`src/rtl/pipe_hazard_ctrl.sv`:
```
// Pipeline hazard controller: load-use interlock, branch flush and data-memory
// wait handling with a timeout trap. Control outputs are combinational from state and inputs.
module pipe_hazard_ctrl #(
    parameter int unsigned MEM_TIMEOUT = 15
) (
    input  logic        clk,
    input  logic        rst,
    input  logic [4:0]  id_rs1,
    input  logic [4:0]  id_rs2,
    input  logic [4:0]  ex_rd,
    input  logic        ex_memread,
    input  logic        ex_branch_taken,
    input  logic        mem_access,
    input  logic        dmem_ready,
    output logic        pc_en,
    output logic        if_id_en,
    output logic        id_ex_en,
    output logic        ex_mem_en,
    output logic        if_id_flush,
    output logic        id_ex_flush,
    output logic        wb_bubble,
    output logic        dmem_req,
    output logic [1:0]  state,
    output logic        timeout_err,
    output logic [15:0] stall_cnt
);

    localparam int unsigned WAIT_W  = 8;
    localparam int unsigned STALL_W = 16;

    typedef enum logic [1:0] {
        ST_RUN      = 2'd0,
        ST_MEM_WAIT = 2'd1,
        ST_ERR      = 2'd2
    } state_e;

    state_e              state_q, state_d;
    logic [WAIT_W-1:0]   wait_q, wait_d;
    logic                timeout_err_q, timeout_err_d;
    logic [STALL_W-1:0]  stall_cnt_q, stall_cnt_d;

    logic mem_stall;
    logic load_use;

    // Hazard detection; x0 is never a real destination.
    always_comb begin
        mem_stall = (state_q == ST_RUN) && mem_access && !dmem_ready;
        load_use  = ex_memread && (ex_rd != 5'd0) &&
                    ((ex_rd == id_rs1) || (ex_rd == id_rs2));
    end

    // Run-style controls shared by RUN and the MEM_WAIT release cycle.
    logic run_pc_en;
    logic run_if_id_en;
    logic run_if_id_flush;
    logic run_id_ex_flush;

    always_comb begin
        run_pc_en       = 1'b1;
        run_if_id_en    = 1'b1;
        run_if_id_flush = 1'b0;
        run_id_ex_flush = 1'b0;
        if (ex_branch_taken) begin
            run_if_id_flush = 1'b1;
            run_id_ex_flush = 1'b1;
        end else if (load_use) begin
            run_pc_en       = 1'b0;
            run_if_id_en    = 1'b0;
            run_id_ex_flush = 1'b1;
        end
    end

    // Next-state and control outputs.
    always_comb begin
        state_d       = state_q;
        wait_d        = wait_q;
        timeout_err_d = timeout_err_q;
        pc_en         = 1'b0;
        if_id_en      = 1'b0;
        id_ex_en      = 1'b0;
        ex_mem_en     = 1'b0;
        if_id_flush   = 1'b0;
        id_ex_flush   = 1'b0;
        wb_bubble     = 1'b1;
        dmem_req      = 1'b0;

        if (!rst) begin
            unique case (state_q)
                ST_RUN: begin
                    if (mem_stall) begin
                        dmem_req = 1'b1;
                        state_d  = ST_MEM_WAIT;
                        wait_d   = WAIT_W'(1);
                    end else begin
                        pc_en       = run_pc_en;
                        if_id_en    = run_if_id_en;
                        id_ex_en    = 1'b1;
                        ex_mem_en   = 1'b1;
                        if_id_flush = run_if_id_flush;
                        id_ex_flush = run_id_ex_flush;
                        wb_bubble   = 1'b0;
                        dmem_req    = mem_access;
                    end
                end
                ST_MEM_WAIT: begin
                    dmem_req = 1'b1;
                    if (dmem_ready) begin
                        pc_en       = run_pc_en;
                        if_id_en    = run_if_id_en;
                        id_ex_en    = 1'b1;
                        ex_mem_en   = 1'b1;
                        if_id_flush = run_if_id_flush;
                        id_ex_flush = run_id_ex_flush;
                        wb_bubble   = 1'b0;
                        state_d     = ST_RUN;
                        wait_d      = '0;
                    end else if (wait_q == WAIT_W'(MEM_TIMEOUT)) begin
                        state_d       = ST_ERR;
                        timeout_err_d = 1'b1;
                    end else begin
                        wait_d = wait_q + WAIT_W'(1);
                    end
                end
                ST_ERR: begin
                    state_d = ST_ERR;
                end
                default: begin
                    state_d = ST_ERR;
                end
            endcase
        end
    end

    // Stall counter saturates rather than wrapping.
    always_comb begin
        stall_cnt_d = stall_cnt_q;
        if (!pc_en && (stall_cnt_q != {STALL_W{1'b1}})) begin
            stall_cnt_d = stall_cnt_q + STALL_W'(1);
        end
    end

    always_ff @(posedge clk) begin
        if (rst) begin
            state_q       <= ST_RUN;
            wait_q        <= '0;
            timeout_err_q <= 1'b0;
            stall_cnt_q   <= '0;
        end else begin
            state_q       <= state_d;
            wait_q        <= wait_d;
            timeout_err_q <= timeout_err_d;
            stall_cnt_q   <= stall_cnt_d;
        end
    end

    assign state       = state_q;
    assign timeout_err = timeout_err_q;
    assign stall_cnt   = stall_cnt_q;

endmodule

```
`config.mk`:
```
export PLATFORM = sky130hd
export DESIGN_NAME = pipe_hazard_ctrl
export DESIGN_NICKNAME = d
export VERILOG_FILES = /design/src/rtl/pipe_hazard_ctrl.sv
export SDC_FILE = /design/constraint.sdc
export NUM_CORES = 1
export LEC_CHECK = 0
export CAP_MARGIN = 20
export CELL_PAD_IN_SITES_DETAIL_PLACEMENT = 0
export CELL_PAD_IN_SITES_GLOBAL_PLACEMENT = 1
export CORE_UTILIZATION = 23
export CTS_CLUSTER_DIAMETER = 80
export DETAILED_ROUTE_END_ITERATION = 12
export PLACE_DENSITY = 0.66
export SLEW_MARGIN = 10
export SYNTH_ARGS = -nofsm -noshare
export SYNTH_HDL_FRONTEND = slang
export SYNTH_SLANG_ARGS = --single-unit
```
`constraint.sdc`:
```
create_clock -name clk -period 2.3 [get_ports clk]
set_input_delay 0.575 -clock clk [delete_from_list [all_inputs] [get_ports clk]]
set_output_delay 0.575 -clock clk [all_outputs]
set_load 0.05 [all_outputs]
```
; ---- After elaboration in Yosys (flattened, before gate mapping)
; Index checks and enable logic that the tools add are counted.
[totals]
wordCells = 65
out_inout_bits = 27
input_bits = 21
ff_bits = 27
[op_classes]
n_addsub = 2
n_mux = 36
bitwise_logic = 1
n_eq_ne = 8
reduce_logical = 14
[op_table]
columns = operator, count
row1 = two-way mux 8 bit, 3
row2 = two-way mux 1 bit, 22
row3 = "adder 16 x 1 -> 16 bit, second input constant", 1
row4 = "inequality test 16 bit, second input constant", 1
row5 = case mux 8 bit (2 select lines), 1
row6 = case mux 1 bit (2 select lines), 6
row7 = equality test 5 bit, 2
row8 = "adder 8 x 1 -> 8 bit, second input constant", 1
row9 = "equality test 8 x 4 -> 1 bit, second input constant", 1
row10 = two-way mux 2 bit, 3
row11 = "inequality test 3 bit, second input constant", 2
row12 = AND reduction 3 bit, 2
row13 = logical AND 1 bit, 5
row14 = nonzero test 5 bit, 1
row15 = case mux 2 bit (2 select lines), 1
row16 = "equality test 2 x 1 -> 1 bit, second input constant", 1
row17 = zero test 1 bit, 2
row18 = zero test 2 bit, 1
row19 = "inequality test 2 bit, second input constant", 1
row20 = AND reduction 2 bit, 1
row21 = nonzero test 2 bit, 1
row22 = logical OR 1 bit, 1
row23 = NOT 1 bit, 1

; ---- Longest topological paths before layout
; Gate-level depths: netlist (run 1).
[depth]
ltp_word = 10
mapped_depth = 9
ltp_nobuf = 7

; ---- Worst setup path before layout (run 1)
; No wires, ideal clock.
[synth_path]
path_type = register -> output
startpoint = reg state_q[0] (netlist: state[0])
endpoint = out pc_en
n_path_buf = 2
t_required_ps = 1725
stages_incl_launch_ff = 7
setup_slack_ps = -1263
arrival_time_ps = 2988
cell_sequence = dfxtp_1 -> buf_2 -> nor2_1 -> o21a_1 -> inv_1 -> a21oi_1 -> buf_4
[synth_via]
elab_chain_cells = 6
word_cells_on_any_way = 7
cone_classes = 1 x eq/ne / 3 x mux / 3 x reduce/logical
[synth_lines]
columns = element, line
row1 = start: declaration, 37  ; state_e state_q, state_d;
row2 = start signal: assignment, 149  ; state_q <= state_d;
row3 = zero test 2 bit, --
row4 = logical AND 1 bit (2 in series), 47  ; mem_stall = (state_q == ST_RUN) && mem_access && !dmem_ready;
row5 = two-way mux 1 bit, --
row6 = case mux 1 bit (2 select lines) (*), --
row7 = two-way mux 1 bit (*), --
row8 = end: declaration, 15  ; output logic pc_en,
; Every way passes the cells marked *; elsewhere a longest branch is shown, timed or not.

; ---- Worst setup path after layout (run 1)
[layout_path]
startpoint = in ex_rd[3]
endpoint = out if_id_en
[layout_via]
elab_chain_cells = 8
word_cells_on_any_way = 12
cone_classes = 2 x eq/ne / 6 x mux / 4 x reduce/logical
[layout_lines]
columns = element, line
row1 = start: declaration, 10  ; input logic [4:0] ex_rd,
row2 = equality test 5 bit or nonzero test 5 bit (tied branches), "49, 48"
row3 = logical OR 1 bit or logical AND 1 bit (tied branches), "49, 48"
row4 = logical AND 1 bit (*), 48  ; load_use = ex_memread && (ex_rd != 5'd0) &&
row5 = two-way mux 1 bit (*), 66  ; end else if (load_use) begin
row6 = two-way mux 1 bit (*), 63  ; if (ex_branch_taken) begin
row7 = "two-way mux 1 bit, on equally long branches", "107, 90"
row8 = case mux 1 bit (2 select lines) (*), 88  ; unique case (state_q)
row9 = two-way mux 1 bit (*), 87  ; if (!rst) begin
row10 = end: declaration, 16  ; output logic if_id_en,
; Marked as above.

==> qor.yml, run 1 <==
run_status:
  status: "complete, but fails checks"
  violations: "negative setup slack"
global_route:
  overflow: 0
  grt_pass1_wl_microns: 7050
  grt_max_degree: 22
  antenna_found_initial: 0
  track_usage_pct: 12.2
  grt_pass1_vias: 1506
synthesis:
  synth.top_cell.area_share_pct: 35.9
  synth.net_count: 206
  synth_xor_area_share_pct: 9.90
  synthTopCellsByArea: "dfxtp_1, xor2_1, nor2_1, a21oi_1, or3_1"
  yosys_warnings: 0
  seq_area_frac_synth_pct: 35.9
  synth-simple-area-share_pct: 27.0
  synth_edf_count: 0
  synth_area_leader_cell: "dfxtp_1"
  synth_cells: 183
  ys_async_sr_fraction_pct: 0
  synth_ff_type: "dfxtp_1"
  synth_top_family_by_area: "simple AND/OR/NAND/NOR gates"
  yosys_register_bits: 27
  synth-compound-area-share_pct: 18.3
  synthTopCellsByCount: "dfxtp_1, nor2_1, xor2_1"
  synth_mux_area_share_pct: 1.33
  synth_cell_types: 37
  synthAdderAreaFrac_pct: 1.66
  syn_area_per_cell_sq_um: 8.22
  syn_area_sq_um: 1500
  yosysMostFrequentCell: "dfxtp_1"
sta:
  fin_crit_ns: 2.40
  drv_slew: 0
  max_slew.worst_pin.slew_ns: 0.517
  final.setup.tns_ns: -0.272
  hold_viol: 0
  fin_ws_ns: -0.0983
  period_share_pct: 104
  fmax_ghz: 0.417
  max_slew_margin_pct: 65.4
  clock_skew_ns: 0.00392
  rsz0062_at_grt: "yes"
  setup_viol: 5
placement:
  dpl.hpwl_microns: 2800
  place_congestion: 0.729
  dpl_cell_area_sq_um: 2250
  numPortBuffers: 47
worst_setup_path:
  cp.required_ns: 1.73
  cp-end-kind: "primary output"
  cp.arrival_ns: 1.82
  critPathKind: "primary input to primary output"
  crit_path_max_fanout: 2
  start_kind: "primary input"
cells_and_area:
  area_growth_pct: 63.6
  drive_gt1_share_pct: 27.9
  utilization_pct: 39.0
  diodes: 0
  final_nets: 275
  final_cell_area_sq_um: 2460
clock_network:
  clock-sinks: 27
  cts_tree: "done"
  cts_buffer_depth: 2
  clk-insertion-delay-late_ns: 0.27
  cts_buffers: 3
  htreeDepth: 1
  cts.clk_slew.worst_paths_ns: 0.09
  clockRootBuffer: "clkbuf_8"
pwr:
  vdd_drop_max_mv: 0.197
  power_density_nw_per_um2: 430
  p_leak_nw: 0.908
drt:
  postRouteAntennaNets: 0
  drt_iter0_drc: 108
  num_vias: 1562
  routedWlPerCell_microns: 12.4
  wl_microns: 4080
  first_pass_iters: 4
  drc_errors: 0
  via_per_inst: 4.76
die:
  start_util_pct: 23.8
  dieArea_sq_um: 6870
  rows: 29
  ios: 48
  die_w_microns: 82.9
  die_y_microns: 82.9
  core_area_sq_um: 6310
worst_hold_path:
  min-delay-path-class: "flop to flop"
job:
  maxCapViolations: 0
stage by stage:
| stage | power (mW) | worst slack [ns] | hold WS (ns) | cells |
|---|---|---|---|---|
| floorplan | 0.644 | -0.221 | 0.471 | 183 |
| global placement | 0.764 | -0.490 | 0.455 | 313 |
| detailed placement | 0.765 | -0.521 | 0.488 | 313 |
| CTS | 1.05 | -0.113 | 0.510 | 323 |
| global route | 1.11 | -0.128 | 0.549 | 328 |
| finish | 1.06 | -0.0983 | 0.502 | 328 |
path summary, 6_finish.rpt:
check,to,slack (ns),startpoint,cells past startpoint
min,timeout_err,0.50,timeout_err,2
max,if_id_en,-0.1,ex_rd[3],6
max reg2reg,stall_cnt[13],0.19,stall_cnt[0],8
min reg2reg,timeout_err,0.50,timeout_err,2
placed cells by master, fill, tap and decap left out, types with 4 or more instances in the layout:
cell type	netlist	layout
o21ai_0	4	4
clkdlybuf4s50_1	0	20
dfxtp_1	27	23
dlygate4sd2_1	0	11
xor2_1	17	17
a21oi_2	4	5
buf_4	2	21
buf_12	1	9
nor2_1	25	20
nand2_1	12	12
o31ai_1	4	4
a21oi_1	16	14
nand3_1	4	4
or3_1	11	10
or4_1	5	4
o21ai_1	8	8
nand4_1	7	7
flip-flops by register name, summed over array words and instances, names as in the netlist:
signal       count
stall_cnt       16
wait_q           8
timeout_err      1
state            2
metal layers:
metal  global-route usage [%]  part of all wire, %
met5                        0                    0
met4                     4.23                  1.5
met3                     2.19                  4.3
met2                     18.7                   41
met1                     17.2                   53
logic make-up after synthesis:
family | Yosys count
multiplexers | 2
AND/OR/NAND/NOR | 78
XOR/XNOR | 17
adder cells (fa/ha/maj) | 2
AO/OA/AOI/OAI | 44
flip-flops | 27
buffers and inverters | 13
timing repair:
item,CTS,global route
pin swaps,18,9
gates resized for setup,44,7
hold buffers,0,0
buffers inserted,5,3
cloned,1,2
setup endpoints to repair,22,13
critical path, cell delays in order:
cell and delay, ns:
buf_8 0.09, or4_4 0.53, o21ai_4 0.18, nor2_4 0.06, a21oi_4 0.22, buf_12 0.17
area by class of cell:
class | instances | area [sq um]
fill | 636 | 3850
clock buffer | 4 | 45.0
tap | 77 | 96.3
multi-input combinational | 143 | 962
timing repair buffer | 73 | 790
inverter | 4 | 18.8
sequential | 27 | 548
power breakdown:
group	internal, mW	switching (mW)	total, mW
Combinational	0.150	0.152	0.302
Sequential	0.476	0.0108	0.487
Clock	0.124	0.145	0.269
Total	0.751	0.308	1.06
Power figures use the tool's default switching activity.
==> run 2: changes to the inputs <==
DONT_BUFFER_PORTS = 1   (was default)
PLACE_DENSITY = 0.51   (was 0.66)
SLEW_MARGIN = default   (was 10)
clock period = 2.8 ns   (was 2.3 ns; I/O delays follow)
==> run 2 against run 1 <==
Sequential power shrank 18%. Hold slack worse by 0.020 ns. Clock skew is 0.0027 ns higher. First-iteration DRC count is 26% lower. Wire length is 14% lower. Largest power group unchanged. Power down 28%. Worst setup slack better by 0.35 ns. Via count down 13%. The run now ends clean. Global-route usage fell by 1.8 points. Clock-buffer cell count did not move.
==> qor.yml, run 2 (synthesis gave the netlist of run 1 again) <==
sta:
  rsz0062_at_grt: "no"
  period_share_pct: 91.2
  max_slew.worst_pin.slew_ns: 0.587
  drv_slew: 0
  fin_crit_ns: 2.55
  setup_viol: 0
  hold_viol: 0
  fmax_ghz: 0.392
  max_slew_margin_pct: 60.8
  clock_skew_ns: 0.00660
  final.setup.tns_ns: 0
  hold_ws_ns: 0.482
worst_hold_path:
  min-delay-path-class: "primary input to flop"
placement:
  place_congestion: 0.681
  dpl_cell_area_sq_um: 1760
  dp_cells: 274
  numPortBuffers: 0
  dpl.hpwl_microns: 2530
drt:
  drt_iter0_drc: 80
  wl_microns: 3510
  via_per_inst: 4.90
  first_pass_iters: 6
  num_vias: 1363
  drc_errors: 0
  routedWlPerCell_microns: 12.6
  postRouteAntennaNets: 0
clock_network:
  clockRootBuffer: "clkbuf_8"
  clk-insertion-delay-late_ns: 0.27
  clock-sinks: 27
  cts_tree: "done"
  postCtsHoldBufs: 0
  postCtsSetupBuffers: 0
  post_cts_resize_count: 0
  cts_buffers: 3
  cts_buffer_depth: 2
  cts.clk_slew.worst_paths_ns: 0.10
  htreeDepth: 1
global_route:
  overflow: 0
  track_usage_pct: 10.4
  antenna_found_initial: 0
  grt_pass1_vias: 1318
  grt_pass1_wl_microns: 6040
  grt_max_degree: 31
pwr:
  power_density_nw_per_um2: 422
  p_leak_nw: 0.628
  finalPower_uw: 762
  vdd_drop_max_mv: 0.169
cells_and_area:
  diodes: 0
  final_cell_mix: "dfxtp_1, nor2_1, buf_4"
  largest_reg_flops: 16
  num-fill-cells: 688
  final_cell_count_no_fill: 278
  final_nets: 225
  drive_gt1_share_pct: 21.4
  final_cell_area_sq_um: 1810
  layout_commonest_cell: "dfxtp_1"
  area_growth_pct: 20.0
die:
  ios: 48
  die_w_microns: 82.9
  die_y_microns: 82.9
  rows: 29
  dieArea_sq_um: 6870
  core_area_sq_um: 6310
  start_util_pct: 23.8
worst_setup_path:
  cp.arrival_ns: 1.85
  cp.required_ns: 2.10
  cp-end-kind: "primary output"
  start_kind: "primary input"
  crit_path_max_fanout: 3
  critPathKind: "primary input to primary output"
job:
  maxCapViolations: 0
run_status:
  status: "finished, final reports clean"
run 2: changes by cell type in the layout (fill, tap and decap cells not counted), moves of 2 or more:
| cell | previous run | this run |
|---|---|---|
| dlymetal6s2s_1 | 2 | 0 |
| buf_6 | 3 | 0 |
| buf_12 | 9 | 2 |
| clkdlybuf4s50_1 | 20 | 0 |
| nor2_1 | 20 | 22 |
| dlygate4sd2_1 | 11 | 0 |
| nor3_2 | 3 | 1 |
| nor3_1 | 3 | 5 |
| buf_2 | 2 | 0 |
| dfxtp_2 | 3 | 1 |
| clkbuf_16 | 2 | 0 |
| dfxtp_1 | 23 | 26 |
run 2: final timing paths:
check / slack, ns / depth (start not counted) / start / endpoint
hold reg to reg: 0.52 / 2 / wait_q[7] / wait_q[7]
hold / removal: 0.48 / 1 / rst / stall_cnt[9]
setup / recovery: 0.25 / 5 / ex_rd[1] / if_id_en
setup reg to reg: 0.63 / 8 / stall_cnt[0] / stall_cnt[5]
run 2: cell type report:
| type | count | area (sq um) | share of cell area [%] |
|---|---|---|---|
| inverter | 4 | 18.8 | 1.04 |
| multi-input combinational | 143 | 906 | 50.2 |
| tap | 77 | 96.3 | 5.34 |
| timing repair buffer | 23 | 198 | 10.9 |
| clock buffer | 4 | 45.0 | 2.49 |
| sequential | 27 | 542 | 30.0 |
run 2: through the flow:
step	utilization, %	setup slack (ns)
floorplan	-	0.0153
global placement	27.9	0.256
detailed placement	27.9	0.254
CTS	28.6	0.241
global route	28.6	0.198
finish	28.6	0.248
run 2: power breakdown:
group	leakage, nW	switching [mW]	internal [mW]	total, mW
clock	0.0228	0.125	0.102	0.227
sequential	0.219	0.00882	0.391	0.400
combinational	0.386	0.0877	0.0475	0.135
run 2: critical path, stage by stage:
cell,delay (ns)
or4_1,0.53
o21ai_2,0.15
nor2_1,0.10
a21oi_4,0.18
buf_12,0.19
run 2: routing by layer:
metal,vias to the layer above,global-route usage [%],part of all wire (%)
met4,0,4.39,1.0
met1,630,13.6,49
met2,39,16.5,43
met3,2,2.29,6.8
met5,-,0,0
li1,692,-,-
==> run 3: changes to the inputs <==
CORE_MARGIN = 1.5   (was default)
==> run 3 against run 2 <==
First-iteration DRC count fell by 13%. Critical path depth did not move. Sequential cell count did not move. Wire length rose by 1.9%. Via count fell by 1.1%. Die area rose by 2.4%. Power rose by 1.3%. Clock-buffer cell count fell by 1. Fmax fell by 0.14%. Combinational power rose by 4%. Largest cell class unchanged. Largest power group unchanged.
==> qor.yml, run 3 (synthesis gave the netlist of run 1 again) <==
run_status:
  status: "finished, final reports clean"
worst_setup_path:
  path_buf_inv: 1
  critPathTopFamily: "simple AND/OR/NAND/NOR gates"
  max_stage_delay_ns: 0.53
  cp.arrival_ns: 1.86
  start_kind: "primary input"
  critPathSlowestCell: "or4_1"
  reg2reg_slack_ns: 0.52
  cp-end-kind: "primary output"
  crit_chain: "or4_1 > o21ai_2 > nor2_1 > a21oi_4 > buf_12"
  crit_path_max_fanout: 3
  critPathKind: "primary input to primary output"
  cp.required_ns: 2.10
sta:
  fmax_ghz: 0.391
  drv_slew: 0
  period_share_pct: 91.3
  final.setup.tns_ns: 0
  max_slew.worst_pin.slew_ns: 0.588
  max_slew_margin_pct: 60.7
  clock_skew_ns: 0.00781
  fin_crit_ns: 2.56
  hold_viol: 0
  rsz0062_at_grt: "no"
  setup_viol: 0
global_route:
  antenna_found_initial: 0
  grt_max_degree: 31
  grt_pass1_vias: 1325
  overflow: 0
  grt_pass1_wl_microns: 6290
  track_usage_pct: 10.7
job:
  maxCapViolations: 0
clock_network:
  htreeDepth: 1
  postCtsSetupBuffers: 0
  cts_buffers: 3
  cts.clk_slew.worst_paths_ns: 0.10
  cts_buffer_depth: 2
  clk-insertion-delay-late_ns: 0.28
  clockRootBuffer: "clkbuf_8"
  cts_tree: "done"
  clock-sinks: 27
  post_cts_resize_count: 0
  postCtsHoldBufs: 0
pwr:
  swShare_pct: 30.1
  seqPwrFrac_pct: 51.3
  power_density_nw_per_um2: 427
  p_sw_uw: 232
  combinationalPowerShare_pct: 18.3
  p_leak_nw: 0.630
  clkPwrFrac_pct: 30.5
  power.internal_uw: 539
  vdd_drop_max_mv: 0.206
placement:
  place_congestion: 0.706
  numPortBuffers: 0
  dpl.hpwl_microns: 2680
die:
  start_util_pct: 23.7
  ios: 48
  dieArea_sq_um: 7030
  die_y_microns: 83.9
  core_area_sq_um: 6350
  die_w_microns: 83.9
  rows: 29
cells_and_area:
  utilization_pct: 28.5
  diodes: 0
  layout_commonest_cell: "dfxtp_1"
  largest_reg_flops: 16
  num-fill-cells: 693
  drive_gt1_share_pct: 21.9
  final_cell_mix: "dfxtp_1, nor2_1, buf_4"
  final_nets: 225
  area_growth_pct: 20.1
drt:
  via_per_inst: 4.85
  first_pass_iters: 4
  postRouteAntennaNets: 0
  num_vias: 1348
  drc_errors: 0
  drt_iter0_drc: 70
  wl_microns: 3580
  routedWlPerCell_microns: 12.9
worst_hold_path:
  min-delay-path-class: "primary input to flop"
## run 3: changes by cell type in the layout (fill, tap and decap cells not counted), sizes merged
cell,change
clkbuf,-1
clkinv,+1
## run 3: final timing paths
kind,start,endpoint,cells after the start
min,rst,wait_q[0],1
max,ex_rd[1],pc_en,5
max reg2reg,stall_cnt[10],stall_cnt[1],7
min reg2reg,wait_q[0],wait_q[0],2
## run 3: power by group through the flow
stage | registers, mW | logic [mW] | clock network (mW)
global placement | 0.405 | 0.142 | 0
floorplan | 0.424 | 0.103 | 0
global route | 0.397 | 0.154 | 0.260
detailed placement | 0.405 | 0.143 | 0
CTS | 0.396 | 0.143 | 0.245
finish | 0.396 | 0.141 | 0.235
## run 3: final cells by class
cell class / count / area [sq um] / share of cell area [%]
Tap cell: 77 / 96.3 / 5.33
Clock buffer: 3 / 41.3 / 2.29
Inverter: 4 / 18.8 / 1.04
Clock inverter: 1 / 5.00 / 0.277
Multi-Input combinational cell: 143 / 906 / 50.1
Timing Repair Buffer: 23 / 198 / 10.9
Sequential cell: 27 / 542 / 30.0
## run 3: per-stage QoR
stage	setup WS (ns)	hold WS (ns)	std cells	power [mW]	area, sq um
global placement	0.234	0.493	274	0.547	1760
finish	0.244	0.479	278	0.772	1810
floorplan	0.0153	0.471	183	0.528	1540
global route	0.174	0.453	278	0.811	1810
CTS	0.231	0.463	278	0.784	1810
detailed placement	0.231	0.491	274	0.548	1760
## run 3: worst reg2reg max path, cell delays in order, from the launching register on
cell       delay [ns]
dfxtp_1          0.68
nand4_1          0.25
nor3_2           0.29
a311o_1          0.24
a2bb2oi_2        0.13
buf_4            0.29
mux2i_1          0.24
nor2_1           0.05
## run 3: metal layers
layer	wire length (microns)	vias up	global-route usage [%]	share of wire [%]
met5	0	-	0	0
met4	15	0	1.79	0.42
met3	186	2	3.36	5.2
met2	1680	25	18.1	47
met1	1700	626	13.4	47
li1	-	695	-	-
